File: src/rtl/branch_seq.sv
// Branch/jump sequencer: drives the shared ALU over several cycles to resolve BEQ..BGEU, JAL and JALR.
// Latency from accept: 3 cycles for BEQ/BNE/JAL/JALR, 4 for BLT/BGE/BLTU/BGEU, 1 for bad encodings.
// Backpressure: start is accepted only while busy is low; a start that arrives while busy is dropped.
module branch_seq #(
    parameter int          XLEN     = 32,
    parameter logic [3:0]  ALU_ADD  = 4'd0,
    parameter logic [3:0]  ALU_SUB  = 4'd1,
    parameter logic [3:0]  ALU_SLT  = 4'd2,
    parameter logic [3:0]  ALU_SLTU = 4'd3
) (
    input  logic            clk,
    input  logic            rst_n,
    input  logic            start,
    input  logic [6:0]      opcode,
    input  logic [2:0]      funct3,
    input  logic [XLEN-1:0] pc,
    input  logic [XLEN-1:0] rs1_val,
    input  logic [XLEN-1:0] rs2_val,
    input  logic [XLEN-1:0] imm,
    output logic [XLEN-1:0] alu_a,
    output logic [XLEN-1:0] alu_b,
    output logic [3:0]      alu_op,
    input  logic [XLEN-1:0] alu_res,
    output logic            busy,
    output logic            done,
    output logic            taken,
    output logic [XLEN-1:0] pc_next,
    output logic            pc_we,
    output logic [XLEN-1:0] rd_data,
    output logic            rd_we,
    output logic            illegal
);

    localparam logic [6:0]      OP_BRANCH = 7'b1100011;
    localparam logic [6:0]      OP_JAL    = 7'b1101111;
    localparam logic [6:0]      OP_JALR   = 7'b1100111;
    localparam logic [XLEN-1:0] FOUR      = XLEN'(4);

    typedef enum logic [2:0] {
        S_IDLE = 3'd0,
        S_SUB  = 3'd1,
        S_CMP  = 3'd2,
        S_LINK = 3'd3,
        S_TGT  = 3'd4,
        S_DONE = 3'd5,
        S_ERR  = 3'd6
    } state_t;

    state_t          r_state;
    state_t          w_state_nxt;
    state_t          w_dec_state;

    logic [2:0]      r_funct3;
    logic [XLEN-1:0] r_pc;
    logic [XLEN-1:0] r_rs1;
    logic [XLEN-1:0] r_rs2;
    logic [XLEN-1:0] r_imm;
    logic [XLEN-1:0] r_pc_next;
    logic [XLEN-1:0] r_rd_data;
    logic            r_is_link;
    logic            r_is_jalr;
    logic            r_eq;
    logic            r_lt;
    logic            r_taken;
    logic            w_cond;
    logic            w_accept;

    assign w_accept = (r_state == S_IDLE) && start;

    // First working state chosen straight from the raw encoding at accept time.
    always_comb begin
        w_dec_state = S_ERR;
        case (opcode)
            OP_BRANCH: if (funct3[2:1] != 2'b01) w_dec_state = S_SUB;
            OP_JAL:    w_dec_state = S_LINK;
            OP_JALR:   if (funct3 == 3'b000) w_dec_state = S_LINK;
            default:   w_dec_state = S_ERR;
        endcase
    end

    always_comb begin
        w_cond = 1'b0;
        if (r_is_link) begin
            w_cond = 1'b1;
        end else begin
            case (r_funct3)
                3'b000:         w_cond = r_eq;
                3'b001:         w_cond = !r_eq;
                3'b100, 3'b110: w_cond = r_lt;
                3'b101, 3'b111: w_cond = !r_lt;
                default:        w_cond = 1'b0;
            endcase
        end
    end

    always_ff @(posedge clk or negedge rst_n) begin
        if (!rst_n) begin
            r_state <= S_IDLE;
        end else begin
            r_state <= w_state_nxt;
        end
    end

    always_comb begin
        w_state_nxt = r_state;
        case (r_state)
            S_IDLE:  if (start) w_state_nxt = w_dec_state;
            S_SUB:   w_state_nxt = r_funct3[2] ? S_CMP : S_TGT;
            S_CMP:   w_state_nxt = S_TGT;
            S_LINK:  w_state_nxt = S_TGT;
            S_TGT:   w_state_nxt = S_DONE;
            S_DONE:  w_state_nxt = S_IDLE;
            S_ERR:   w_state_nxt = S_IDLE;
            default: w_state_nxt = S_IDLE;
        endcase
    end

    always_comb begin
        alu_a   = '0;
        alu_b   = '0;
        alu_op  = ALU_ADD;
        done    = 1'b0;
        pc_we   = 1'b0;
        rd_we   = 1'b0;
        illegal = 1'b0;
        case (r_state)
            S_SUB: begin
                alu_a  = r_rs1;
                alu_b  = r_rs2;
                alu_op = ALU_SUB;
            end
            S_CMP: begin
                alu_a  = r_rs1;
                alu_b  = r_rs2;
                alu_op = r_funct3[1] ? ALU_SLTU : ALU_SLT;
            end
            S_LINK: begin
                alu_a = r_pc;
                alu_b = FOUR;
            end
            S_TGT: begin
                alu_a = r_is_jalr ? r_rs1 : r_pc;
                alu_b = w_cond ? r_imm : FOUR;
            end
            S_DONE: begin
                done = 1'b1;
                // A taken target that is not word aligned suppresses both writes.
                if (r_taken && r_pc_next[1]) begin
                    illegal = 1'b1;
                end else begin
                    pc_we = 1'b1;
                    rd_we = r_is_link;
                end
            end
            S_ERR: begin
                done    = 1'b1;
                illegal = 1'b1;
            end
            default: begin
                alu_a = '0;
            end
        endcase
    end

    always_ff @(posedge clk or negedge rst_n) begin
        if (!rst_n) begin
            r_funct3  <= '0;
            r_pc      <= '0;
            r_rs1     <= '0;
            r_rs2     <= '0;
            r_imm     <= '0;
            r_pc_next <= '0;
            r_rd_data <= '0;
            r_is_link <= 1'b0;
            r_is_jalr <= 1'b0;
            r_eq      <= 1'b0;
            r_lt      <= 1'b0;
            r_taken   <= 1'b0;
        end else begin
            if (w_accept) begin
                r_funct3  <= funct3;
                r_pc      <= pc;
                r_rs1     <= rs1_val;
                r_rs2     <= rs2_val;
                r_imm     <= imm;
                r_is_link <= (opcode == OP_JAL) || (opcode == OP_JALR);
                r_is_jalr <= (opcode == OP_JALR);
                r_eq      <= 1'b0;
                r_lt      <= 1'b0;
                r_taken   <= 1'b0;
            end
            case (r_state)
                S_SUB:  r_eq      <= (alu_res == '0);
                S_CMP:  r_lt      <= alu_res[0];
                S_LINK: r_rd_data <= alu_res;
                S_TGT: begin
                    r_taken   <= w_cond;
                    r_pc_next <= r_is_jalr ? {alu_res[XLEN-1:1], 1'b0} : alu_res;
                end
                default: r_eq <= r_eq;
            endcase
        end
    end

    assign busy    = (r_state != S_IDLE);
    assign taken   = r_taken;
    assign pc_next = r_pc_next;
    assign rd_data = r_rd_data;

endmodule

File: config.mk
export PLATFORM = sky130hd
export DESIGN_NAME = branch_seq
export DESIGN_NICKNAME = d
export VERILOG_FILES = /design/src/rtl/branch_seq.sv
export SDC_FILE = /design/constraint.sdc
export NUM_CORES = 1
export LEC_CHECK = 0
export CAP_MARGIN = 40
export CELL_PAD_IN_SITES_DETAIL_PLACEMENT = 2
export CELL_PAD_IN_SITES_GLOBAL_PLACEMENT = 2
export CORE_MARGIN = 1.5
export CORE_UTILIZATION = 30
export DETAILED_ROUTE_END_ITERATION = 6
export PLACE_DENSITY_LB_ADDON = 0.1
export SLEW_MARGIN = 20
export SYNTH_ARGS = -nofsm -noshare
export SYNTH_HDL_FRONTEND = slang
export SYNTH_SLANG_ARGS = --single-unit
File: constraint.sdc
create_clock -name clk -period 1.94 [get_ports clk]
set_clock_uncertainty 0.05 [all_clocks]
set_input_delay 0.291 -clock clk [delete_from_list [all_inputs] [get_ports clk]]
set_output_delay 0.291 -clock clk [all_outputs]
set_load 0.02 [all_outputs]
## Word level (Yosys, flattened, before mapping)

Index checks and enable logic that the tools add are counted.

- Eq/ne operators: 17
- Multiplexer cells: 26
- Reductions and logical operators: 20

Operator list:

| kind | number |
|---|---|
| 32-bit case mux with 3 select lines | 2 |
| 32-bit 2-to-1 mux | 2 |
| 32-bit logical NOT | 1 |
| 3-bit == test, second input constant | 7 |
| 7-bit == test, second input constant | 3 |
| 1-bit 2-to-1 mux | 12 |
| 3-bit 2-to-1 mux | 4 |
| 3-bit case mux with 4 select lines | 1 |
| 2-bit OR reduction | 5 |
| 3-bit logical NOT | 3 |
| 3-bit case mux with 3 select lines | 1 |
| 3-bit by 1-bit == test with 1-bit output, second input constant | 2 |
| 3-bit by 2-bit == test with 1-bit output, second input constant | 2 |
| 2-bit nonzero test | 3 |
| 2-bit by 1-bit inequality test with 1-bit output, second input constant | 2 |
| 1-bit case mux with 2 select lines | 2 |
| 1-bit case mux with 4 select lines | 1 |
| 2-bit case mux with 2 select lines | 1 |
| 3-bit nonzero test | 1 |
| 3-bit OR reduction | 1 |
| 1-bit logical AND | 2 |
| 1-bit logical NOT | 2 |
| 2-bit inequality test, second input constant | 1 |
| 2-bit AND reduction | 1 |
| 1-bit logical OR | 1 |

- Bits in registers: 203
- Input bits: 173
- Output and inout port bits: 138

## Longest topological paths before layout

Gate-level depths: netlist of run 1.

- Word-level depth: 6
- Mapped depth: 7
- Mapped depth without buffers: 4

## Least setup slack after synthesis of run 1

Ideal clock, no wire load.

- Path type: reg-to-output
- Start point: register r_state[1]
- End point: output port alu_a[0]
- Arrival: 1474 ps
- Required time: 1599 ps
- Setup slack: 125 ps
- Cell stages (with the launch flop): 7
- Buffers on the path: 2
- Cells stage by stage: dfrtp_1 -> buf_6 -> nand2b_2 -> a21oi_2 -> a21o_1 -> buf_4 -> a22o_1

- Word-level cells in the longest chain between the ends: 3

RTL lines:

| what | line | source |
|---|---|---|
| start, declared | 49 | `state_t r_state;` |
| start signal, assigned | 100 | `r_state <= w_state_nxt;` |
| 3-bit by 2-bit == test with 1-bit output / 3-bit by 1-bit == test with 1-bit output (equally long branches) | 126 | `case (r_state)` |
| 2-bit OR reduction (no line) | - |  |
| 32-bit case mux with 3 select lines * | 126 |  |
| end, declared | 20 | `output logic [XLEN-1:0] alu_a,` |

Every way passes the cells marked *; elsewhere a longest branch is shown, timed or not.

## Worst setup path after layout of run 1

- Start point: register r_state[1]
- End point: output port alu_a[1]

The elaborated chain is that of the path after synthesis.

==> metrics.cfg, run 1 <==
[logic_synthesis]
netlist_instances=637
yosysTopAreaCellShare=0.568
netlist_area_um2=8950
syn_avg_cell_area_um2=14.0
synthSimpleGateAreaFrac=0.0646
synth_area_leaders=dfrtp_1 57%, mux2_4 17%, a22o_1 6.2%, mux2_2 4.9%, nand2_1 4.4%
synth_xor_area_frac=0.00196
yosysSeqAreaShare=0.568
synth_top_family_by_area=multiplexers
synth-seq-cells=203
synth_cell_types=41
synth_fa_ha_area_frac=0
muxShareOfSynthArea=0.247
synth-compound-area-share=0.0812
synth.yosys.warnings=0
yosysTopAreaCell=dfrtp_1

[sta]
tightest_slew_ns=0.556
rsz0062_at_grt=true
layout_setup_ws_ns=-0.487
min_period_ns=2.43
timing.fmax_mhz=412
hold_viol=0
whs_ns=0.222
timing.final.crit_share=1.25
setup_violations=67
slew_viol_final=0
maxSlewHeadroom=0.628

[final_layout]
final_common_cell=clkdlybuf4s50_1
drive_gt1_frac=0.331
final_cell_area_um2=13900
nFillCells=2827
syn2layout_area_growth_pct=55.4
final_cell_mix=235 x clkdlybuf4s50_1, 200 x dfrtp_1, 102 x nand2_1
final_cells=1403
layout.nets=1169

[floorplanning]
die-area_um2=30900
coreArea_um2=29500
fp-row-count=63
io_pins=311
fp.dieH_um=176
die_w_um=176
start_util=0.303

[routing]
num_vias=6674
wl_per_cell_um=22.3
drt_first_pass_iters=4
drc=0
first_iter_violations=269
ant_nets=0
routed_wl_um=31300
via_per_inst=4.76

[grt]
grt_pass1_wl_um=45400
busiest_layer=met2
track_usage=0.192
met1_usage=0.229
grt_use_met2=0.333
grt_max_degree=60
antenna_found_initial=5
grtUsageMet3=0.0571
grt_pass1_vias=7551
overflow=0

[placement]
post-place-ws_ns=-0.425
port_buffers=308
place_area_um2=12700
dp.cells=1338
dp_hpwl_um=20900
gp_congestion=0.791

[pwr]
p_leak_nw=6.48
power_density_nw_per_um2=1860
totalPowerFinal_mw=25.9
vdd_drop_max_v=0.000655

[clocking]
cts-root-buf=clkbuf_16
clock_sink_count=203
cts_tree=built
clk_pin_slew_ns=0.06
clk_latency_ns=0.52
cts_buffers=24
htreeDepth=1
clock_path_buffers=3

[critical_path]
crit_type=reg2out
cp.required_ns=1.60
worstReg2RegStart=r_state[2]
r2r_cells=7
cp_max_fo=8
cp-start-kind=flop
worstReg2RegEnd=r_imm[0]
crit_path_end_kind=output pin
r2r_slack_ns=0.03
arrival_ns=2.09

[worst_hold_path]
hold_class=in2async

[job]
cap_violations=0

[status]
failed_checks=setup timing
status=complete, but fails checks

## metrics by stage
stage / setup TNS, ns / util
3_3_place_gp: -20.42 / 0.430
3_5_place_dp: -23.97 / 0.430
5_1_grt: -35.86 / 0.472
6_report: -29.34 / 0.472
4_1_cts: -30.36 / 0.457
2_1_floorplan: 0 / -
## cell families (layout without fill, tap and decap cells)
kind of cell,count (synthesis),in the layout
AOI/OAI and AO/OA,90,90
xor gates and xnor gates,2,2
buffers and inverters,44,415
DFF,203,203
muxes,163,163
other,1,4
and+or+nand+nor,134,136
## worst max-delay path by stage
stage,depth (start not counted),from,end
2_1_floorplan,6,r_state[1],alu_a[0]
3_3_place_gp,6,r_funct3[0],alu_b[29]
3_5_place_dp,6,r_funct3[0],alu_b[13]
4_1_cts,8,r_state[1],alu_a[11]
5_1_grt,6,r_funct3[0],alu_b[30]
6_report,8,r_state[1],alu_a[1]
## report_power, final
group	leakage [nW]	total (mW)	switching (mW)	internal (mW)
Clock	0.371	4.33	1.76	2.57
Combinational	3.69	13.7	6.36	7.31
Sequential	2.42	7.88	1.47	6.41
Total	6.48	25.9	9.58	16.3
## area by class of cell
type / instances / area [um2] / area share
Antenna cell: 2 / 5.00 / 0.000360
Clock buffer: 38 / 734 / 0.0528
Clock inverter: 3 / 15.0 / 0.00108
Inverter: 2 / 7.51 / 0.000540
Multi-Input combinational cell: 393 / 3670 / 0.264
Sequential cell: 203 / 5080 / 0.366
Tap cell: 390 / 488 / 0.0351
Timing Repair Buffer: 372 / 3900 / 0.281
## sequential cells by signal, indices dropped and copies added, names as in the netlist, 3 cells and up
| register | count |
|---|---|
| pc_next | 32 |
| r_funct3 | 3 |
| r_imm | 32 |
| r_pc | 32 |
| r_rs1 | 32 |
| r_rs2 | 32 |
| r_state | 3 |
| rd_data | 32 |
## Yosys cell counts (all sizes together)
library cell,count
dfrtp,203
mux2,163
nand2,105
a22o,63
buf,37
o21ai,10
nor4,8
clkbuf,5
nor2,5
a21oi,4
and2,3
nand2b,3
nor3,3
a21o,2
inv,2
nand3b,2
nand4,2
o21a,2
o31ai,2
xor2,2
a211o,1
a211oi,1
a21boi,1
a221oi,1
a31o,1
a31oi,1
conb,1
nand3,1
nor2b,1
nor3b,1
o41ai,1
## worst max-delay path, cell delays in order, from the launching register on
cell	delay (ns)
dfrtp_2	0.45
buf_6	0.14
nand2b_4	0.07
a21oi_4	0.06
a21o_4	0.20
buf_8	0.14
buf_16	0.15
a22o_1	0.20
buf_6	0.14
## metal layers
layer / wire length (um) / vias up
li1: - / 2992
met1: 12500 / 3409
met4: 717 / 4
met3: 2190 / 50
met5: 24 / -
met2: 15800 / 219
## timing repair
action / 4_1_cts / 5_1_grt
pin swaps: 14 / 14
buffers inserted: 3 / 8
cloned: 3 / 9
endpoints found under the hold margin: 41 / 0
resized for setup: 374 / 43
hold buffers: 1 / 0
endpoints found under the setup margin: 71 / 114
Note: power is estimated with default switching activity, not from simulation.
==> run 2, diff against run 1 <==
RECOVER_POWER = 25   (was default)
==> metrics.cfg, run 2 (same netlist as run 1, synthesis figures left out) <==
[clocking]
clock_sink_count=203  ; unchanged
htreeDepth=1  ; unchanged
cts_buffers=24  ; unchanged
clock_path_buffers=3  ; unchanged
cts_tree=built
clk_latency_ns=0.52  ; about the same
clk_pin_slew_ns=0.06  ; about the same
cts-root-buf=clkbuf_16

[placement]
port_buffers=308  ; unchanged
post-place-ws_ns=-0.425  ; unchanged
gp_congestion=0.791  ; unchanged
dp.cells=1338  ; unchanged
dp_hpwl_um=20900  ; unchanged

[pwr]
p_leak_nw=6.47  ; -0.17%
swShare=0.371  ; about the same
p_int_mw=16.3  ; about the same
power_frac_comb=0.528  ; about the same
clkPwrFrac=0.167  ; about the same
vdd_drop_max_v=0.000655  ; about the same
seq_power_share=0.305  ; about the same
p_switching_mw=9.59  ; about the same
power_density_nw_per_um2=1860  ; +0.20%

[sta]
slew_viol_final=0  ; unchanged
maxSlewHeadroom=0.228  ; -0.400
min_period_ns=2.43  ; +0.00308 ns
fin_tns_setup_ns=-29.49  ; -0.146 ns
tightest_slew_ns=1.16  ; +0.602 ns
timing.final.crit_share=1.25  ; +0.00159
hold_viol=0  ; unchanged
setup_violations=68  ; +1.5%
layout_setup_ws_ns=-0.490  ; -0.00308 ns
timing.fmax_mhz=412  ; -0.13%
whs_ns=0.314  ; +0.0920 ns
rsz0062_at_grt=true

[routing]
wl_per_cell_um=22.3  ; about the same
ant_nets=0  ; unchanged
routed_wl_um=31300  ; about the same
first_iter_violations=278  ; +3.3%
drc=0  ; unchanged
drt_first_pass_iters=4  ; unchanged
num_vias=6643  ; -0.46%
via_per_inst=4.73  ; -0.46%

[grt]
grt_pass1_vias=7551  ; unchanged
grt_max_degree=60  ; unchanged
antenna_found_initial=5  ; unchanged
grt_pass1_wl_um=45400  ; unchanged
track_usage=0.192  ; unchanged
overflow=0  ; unchanged

[floorplanning]
coreArea_um2=29500  ; unchanged
die_w_um=176  ; unchanged
io_pins=311  ; unchanged
fp-row-count=63  ; unchanged
fp.dieH_um=176  ; unchanged
die-area_um2=30900  ; unchanged
start_util=0.303  ; unchanged

[job]
cap_violations=0  ; unchanged

[critical_path]
cp.required_ns=1.60  ; about the same
crit_type=reg2out
crit_path_end_kind=output pin
cp-start-kind=flop
cp_max_fo=8  ; unchanged
arrival_ns=2.09  ; about the same

[worst_hold_path]
hold_class=in2reg

[final_layout]
final_cell_mix=235 x clkdlybuf4s50_1, 200 x dfrtp_1, 102 x nand2_1
syn2layout_area_growth_pct=55.1
final_cells=1403  ; unchanged
layout.nets=1169  ; unchanged
drive_gt1_frac=0.331  ; unchanged
final_common_cell=clkdlybuf4s50_1

[status]
status=complete, but fails checks
failed_checks=setup timing

run 2: worst max-delay path, cell delays in order (launching register included):
cell and delay (ns):
dfrtp_2 0.45, buf_6 0.14, nand2b_4 0.07, a21oi_4 0.06, a21o_4 0.20, buf_8 0.14
buf_16 0.15, a22o_1 0.20, buf_6 0.14
run 2: layout make-up:
| type | count | area, um2 |
|---|---|---|
| clock inverters | 3 | 15.0 |
| clock buffers | 38 | 734 |
| well taps | 390 | 488 |
| inverters | 2 | 7.51 |
| repair buffers | 372 | 3870 |
| multi-input cells | 393 | 3670 |
| flip-flops and latches | 203 | 5080 |
| diodes | 2 | 5.00 |
| fillers | 2831 | 15600 |
run 2: final timing paths:
path	depth (start not counted)	slack, ns	from	end
setup / recovery	8	-0.49	r_state[1]	alu_a[1]
hold / removal	2	0.31	rs2_val[25]	r_rs2[25]
setup reg to reg	7	0.03	r_state[2]	r_imm[0]
hold reg to reg	2	0.43	pc_next[4]	pc_next[4]
max in group asynchronous	3	0.13	rst_n	r_imm[20]
min in group asynchronous	2	0.48	rst_n	rd_data[26]
run 2: per-layer routing:
metal,global-route usage,part of all wire,vias up
li1,-,-,2990
met1,0.229,0.40,3380
met2,0.333,0.51,219
met3,0.0571,0.070,50
met4,0.0538,0.023,4
met5,0,0.00077,-
run 2: repair_timing:
item,CTS,global route
endpoints found under the hold margin,41,0
buffers inserted,3,8
cloned,3,9
hold buffers,1,0
resized for setup,374,43
pin swaps,14,14
setup endpoints to repair,71,114
run 2: stage by stage:
stage / util / area [um2] / power [mW]
2_1_floorplan: - / 8950 / 14.9
3_3_place_gp: 0.430 / 12700 / 20.1
3_5_place_dp: 0.430 / 12700 / 20.6
4_1_cts: 0.457 / 13500 / 25.4
5_1_grt: 0.471 / 13900 / 27.3
6_report: 0.471 / 13900 / 25.9
run 2: power groups by stage:
stage	Combinational, mW	Sequential [mW]	Clock [mW]
5_1_grt	14.5	8.11	4.65
3_3_place_gp	12.3	7.74	0
3_5_place_dp	12.7	7.85	0
2_1_floorplan	6.66	8.20	0
6_report	13.7	7.88	4.33
4_1_cts	13.0	7.87	4.50
==> run 3, diff against run 2 <==
CELL_PAD_IN_SITES_DETAIL_PLACEMENT = default   (was 2)
CELL_PAD_IN_SITES_GLOBAL_PLACEMENT = default   (was 2)
CORE_UTILIZATION = 45   (was 30)
clock period = 2.6 ns   (was 1.94 ns; I/O delays follow)
==> metrics.cfg, run 3 (same netlist as run 1, synthesis figures left out) <==
[status]
status=complete, but fails checks
failed_checks=capacitance limit, slew limit

[final_layout]
layout.nets=1131  ; -3.3%
final_cell_mix=240 x clkdlybuf4s50_1, 200 x dfrtp_1, 103 x nand2_1
final_common_cell=clkdlybuf4s50_1
fin_util=0.674  ; +0.204
syn2layout_area_growth_pct=46.7
multi_input_area_um2=3610  ; -1.7%
drive_gt1_frac=0.294  ; -0.0374
seq_area_um2=5080  ; unchanged
nFillCells=1429  ; -50%
final_cell_area_um2=13100  ; -5.4%

[critical_path]
crit_type=reg2out
arrival_ns=2.13  ; +0.04 ns
crit_path_end_kind=output pin
endpoint=alu_a[4]
worstPathCellList=nor2_4 -> nand2_4 -> o21ai_4 -> buf_12 -> clkbuf_16 -> a22o_1 -> buf_6
worstReg2RegEnd=r_rs2[27]
r2r_slack_ns=0.45  ; +0.42 ns
worstReg2RegStart=r_state[1]
cp.required_ns=2.16  ; +0.56 ns
crit_path_max_incr_delay_ns=0.47  ; +0.02 ns
cp_max_fo=16  ; +8
path_buf_inv=3  ; -1
critPathTopFamily=flip-flops
crit_path_start=r_state[0]
crit_cells=7  ; -1
cp-start-kind=flop
cpMaxStageDelayCell=dfrtp_2
r2r_cells=6  ; -1

[clocking]
cts_buffers=22  ; -8.3%
htreeDepth=1  ; unchanged
clock_path_buffers=3  ; unchanged
clk_pin_slew_ns=0.06  ; about the same
cts_tree=built
cts-root-buf=clkbuf_16
clk_latency_ns=0.49  ; -0.03 ns
clock_sink_count=203  ; unchanged

[grt]
overflow=0  ; unchanged
antenna_found_initial=2  ; -3
grt_pass1_wl_um=36700  ; -19%
track_usage=0.228  ; +0.0366
grt_max_degree=68  ; +13%
grt_pass1_vias=6734  ; -11%

[routing]
num_vias=6437  ; -3.1%
drt_first_pass_iters=6  ; +2
routed_wl_um=24200  ; -23%
wl_per_cell_um=19.5  ; -12%
drc=0  ; unchanged
first_iter_violations=238  ; -14%
ant_nets=0  ; unchanged
via_per_inst=5.19  ; +9.6%

[sta]
slew_viol_final=67  ; +67
setup_violations=0  ; -100%
timing.fmax_mhz=388
min_period_ns=2.57
hold_viol=0  ; unchanged
maxSlewHeadroom=-0.177  ; -0.405
rsz0062_at_grt=true
tightest_slew_ns=1.76  ; +0.607 ns
timing.final.crit_share=0.990

[placement]
gp_congestion=0.811  ; +2.5%
place_area_um2=12300  ; -2.8%
port_buffers=308  ; unchanged
dp_hpwl_um=16800  ; -19%

[floorplanning]
fp.dieH_um=144  ; -18%
io_pins=311  ; unchanged
die_w_um=144  ; -18%
die-area_um2=20700  ; -33%
fp-row-count=51  ; -19%
coreArea_um2=19500  ; -34%
start_util=0.460  ; +0.156

[worst_hold_path]
hold_class=reg2reg

[pwr]
totalPowerFinal_mw=18.3  ; -29%
vdd_drop_max_v=0.000761  ; +16%
p_leak_nw=6.19  ; -4.4%
power_density_nw_per_um2=1390  ; -25%

[job]
cap_violations=1  ; +1

-- run 3: cell types whose count changed in the layout (fill, tap and decap cells not counted), moves of 5 or more --
| cell | before | now |
|---|---|---|
| clkbuf_1 | 7 | 1 |
| buf_16 | 6 | 0 |
| clkdlybuf4s50_1 | 235 | 240 |
| clkdlybuf4s15_2 | 0 | 5 |
| clkbuf_16 | 32 | 25 |
| buf_4 | 30 | 24 |
| buf_6 | 50 | 3 |
| bufinv_16 | 0 | 5 |
| buf_2 | 29 | 15 |
| clkbuf_2 | 1 | 32 |
-- run 3: layer usage --
metal,track usage,share of wire,up-vias,routed length [um]
met5,0,0,-,0
met4,0.0854,0.033,0,791
met3,0.0560,0.082,52,1990
met2,0.378,0.48,270,11600
met1,0.289,0.41,3205,9880
li1,-,-,2910,-
-- run 3: cell type report --
type | count | share of cell area
sequential | 203 | 0.387
inverter | 2 | 0.000572
antenna | 2 | 0.000381
clock buffer | 28 | 0.0483
timing repair buffer | 338 | 0.249
tap | 265 | 0.0253
clock inverter | 11 | 0.0143
multi-input combinational | 391 | 0.275
-- run 3: how the worst min path moves through the flow --
stage                           start           to  slack, ns  depth (start not counted)
after floorplan                 rst_n   pc_next[0]       0.04                          0
after global placement          rst_n  pc_next[21]       0.38                          1
after detailed placement        rst_n  pc_next[26]       0.39                          1
after CTS                 rs2_val[16]    r_rs2[16]       0.42                          2
after global routing      rs2_val[25]    r_rs2[25]       0.43                          2
final                      pc_next[3]   pc_next[3]       0.42                          2
-- run 3: power breakdown --
part	internal, mW	leakage, nW	switching, mW
Sequential	4.78	2.42	1.05
Combinational	4.75	3.37	4.25
Clock	2.22	0.396	1.25
-- run 3: repair_timing --
item                                    in CTS  in global routing
buffers inserted                             2                  3
endpoints found under the setup margin      65                 53
pin swaps                                    2                  4
resized for setup                          181                 71
hold endpoints to repair                    62                  0
hold buffers                                 1                  0
cloned                                       1                  2
-- run 3: worst reg2reg max path: stages (launching register included) --
cell	delay [ns]
dfrtp_2	0.46
buf_4	0.16
buf_4	0.15
nor3_4	0.26
nand2_4	0.29
buf_12	0.30
mux2_1	0.35
-- run 3: per-stage QoR --
step	hold WS [ns]	std cells	setup slack [ns]	TNS, ns
after detailed placement	0.391	1190	0.118	0
after floorplan	0.0444	638	0.686	0
after global routing	0.427	1239	-0.0423	-0.370
after global placement	0.377	1190	0.199	0
final	0.421	1240	0.0254	0
after CTS	0.424	1233	-0.0191	-0.0191
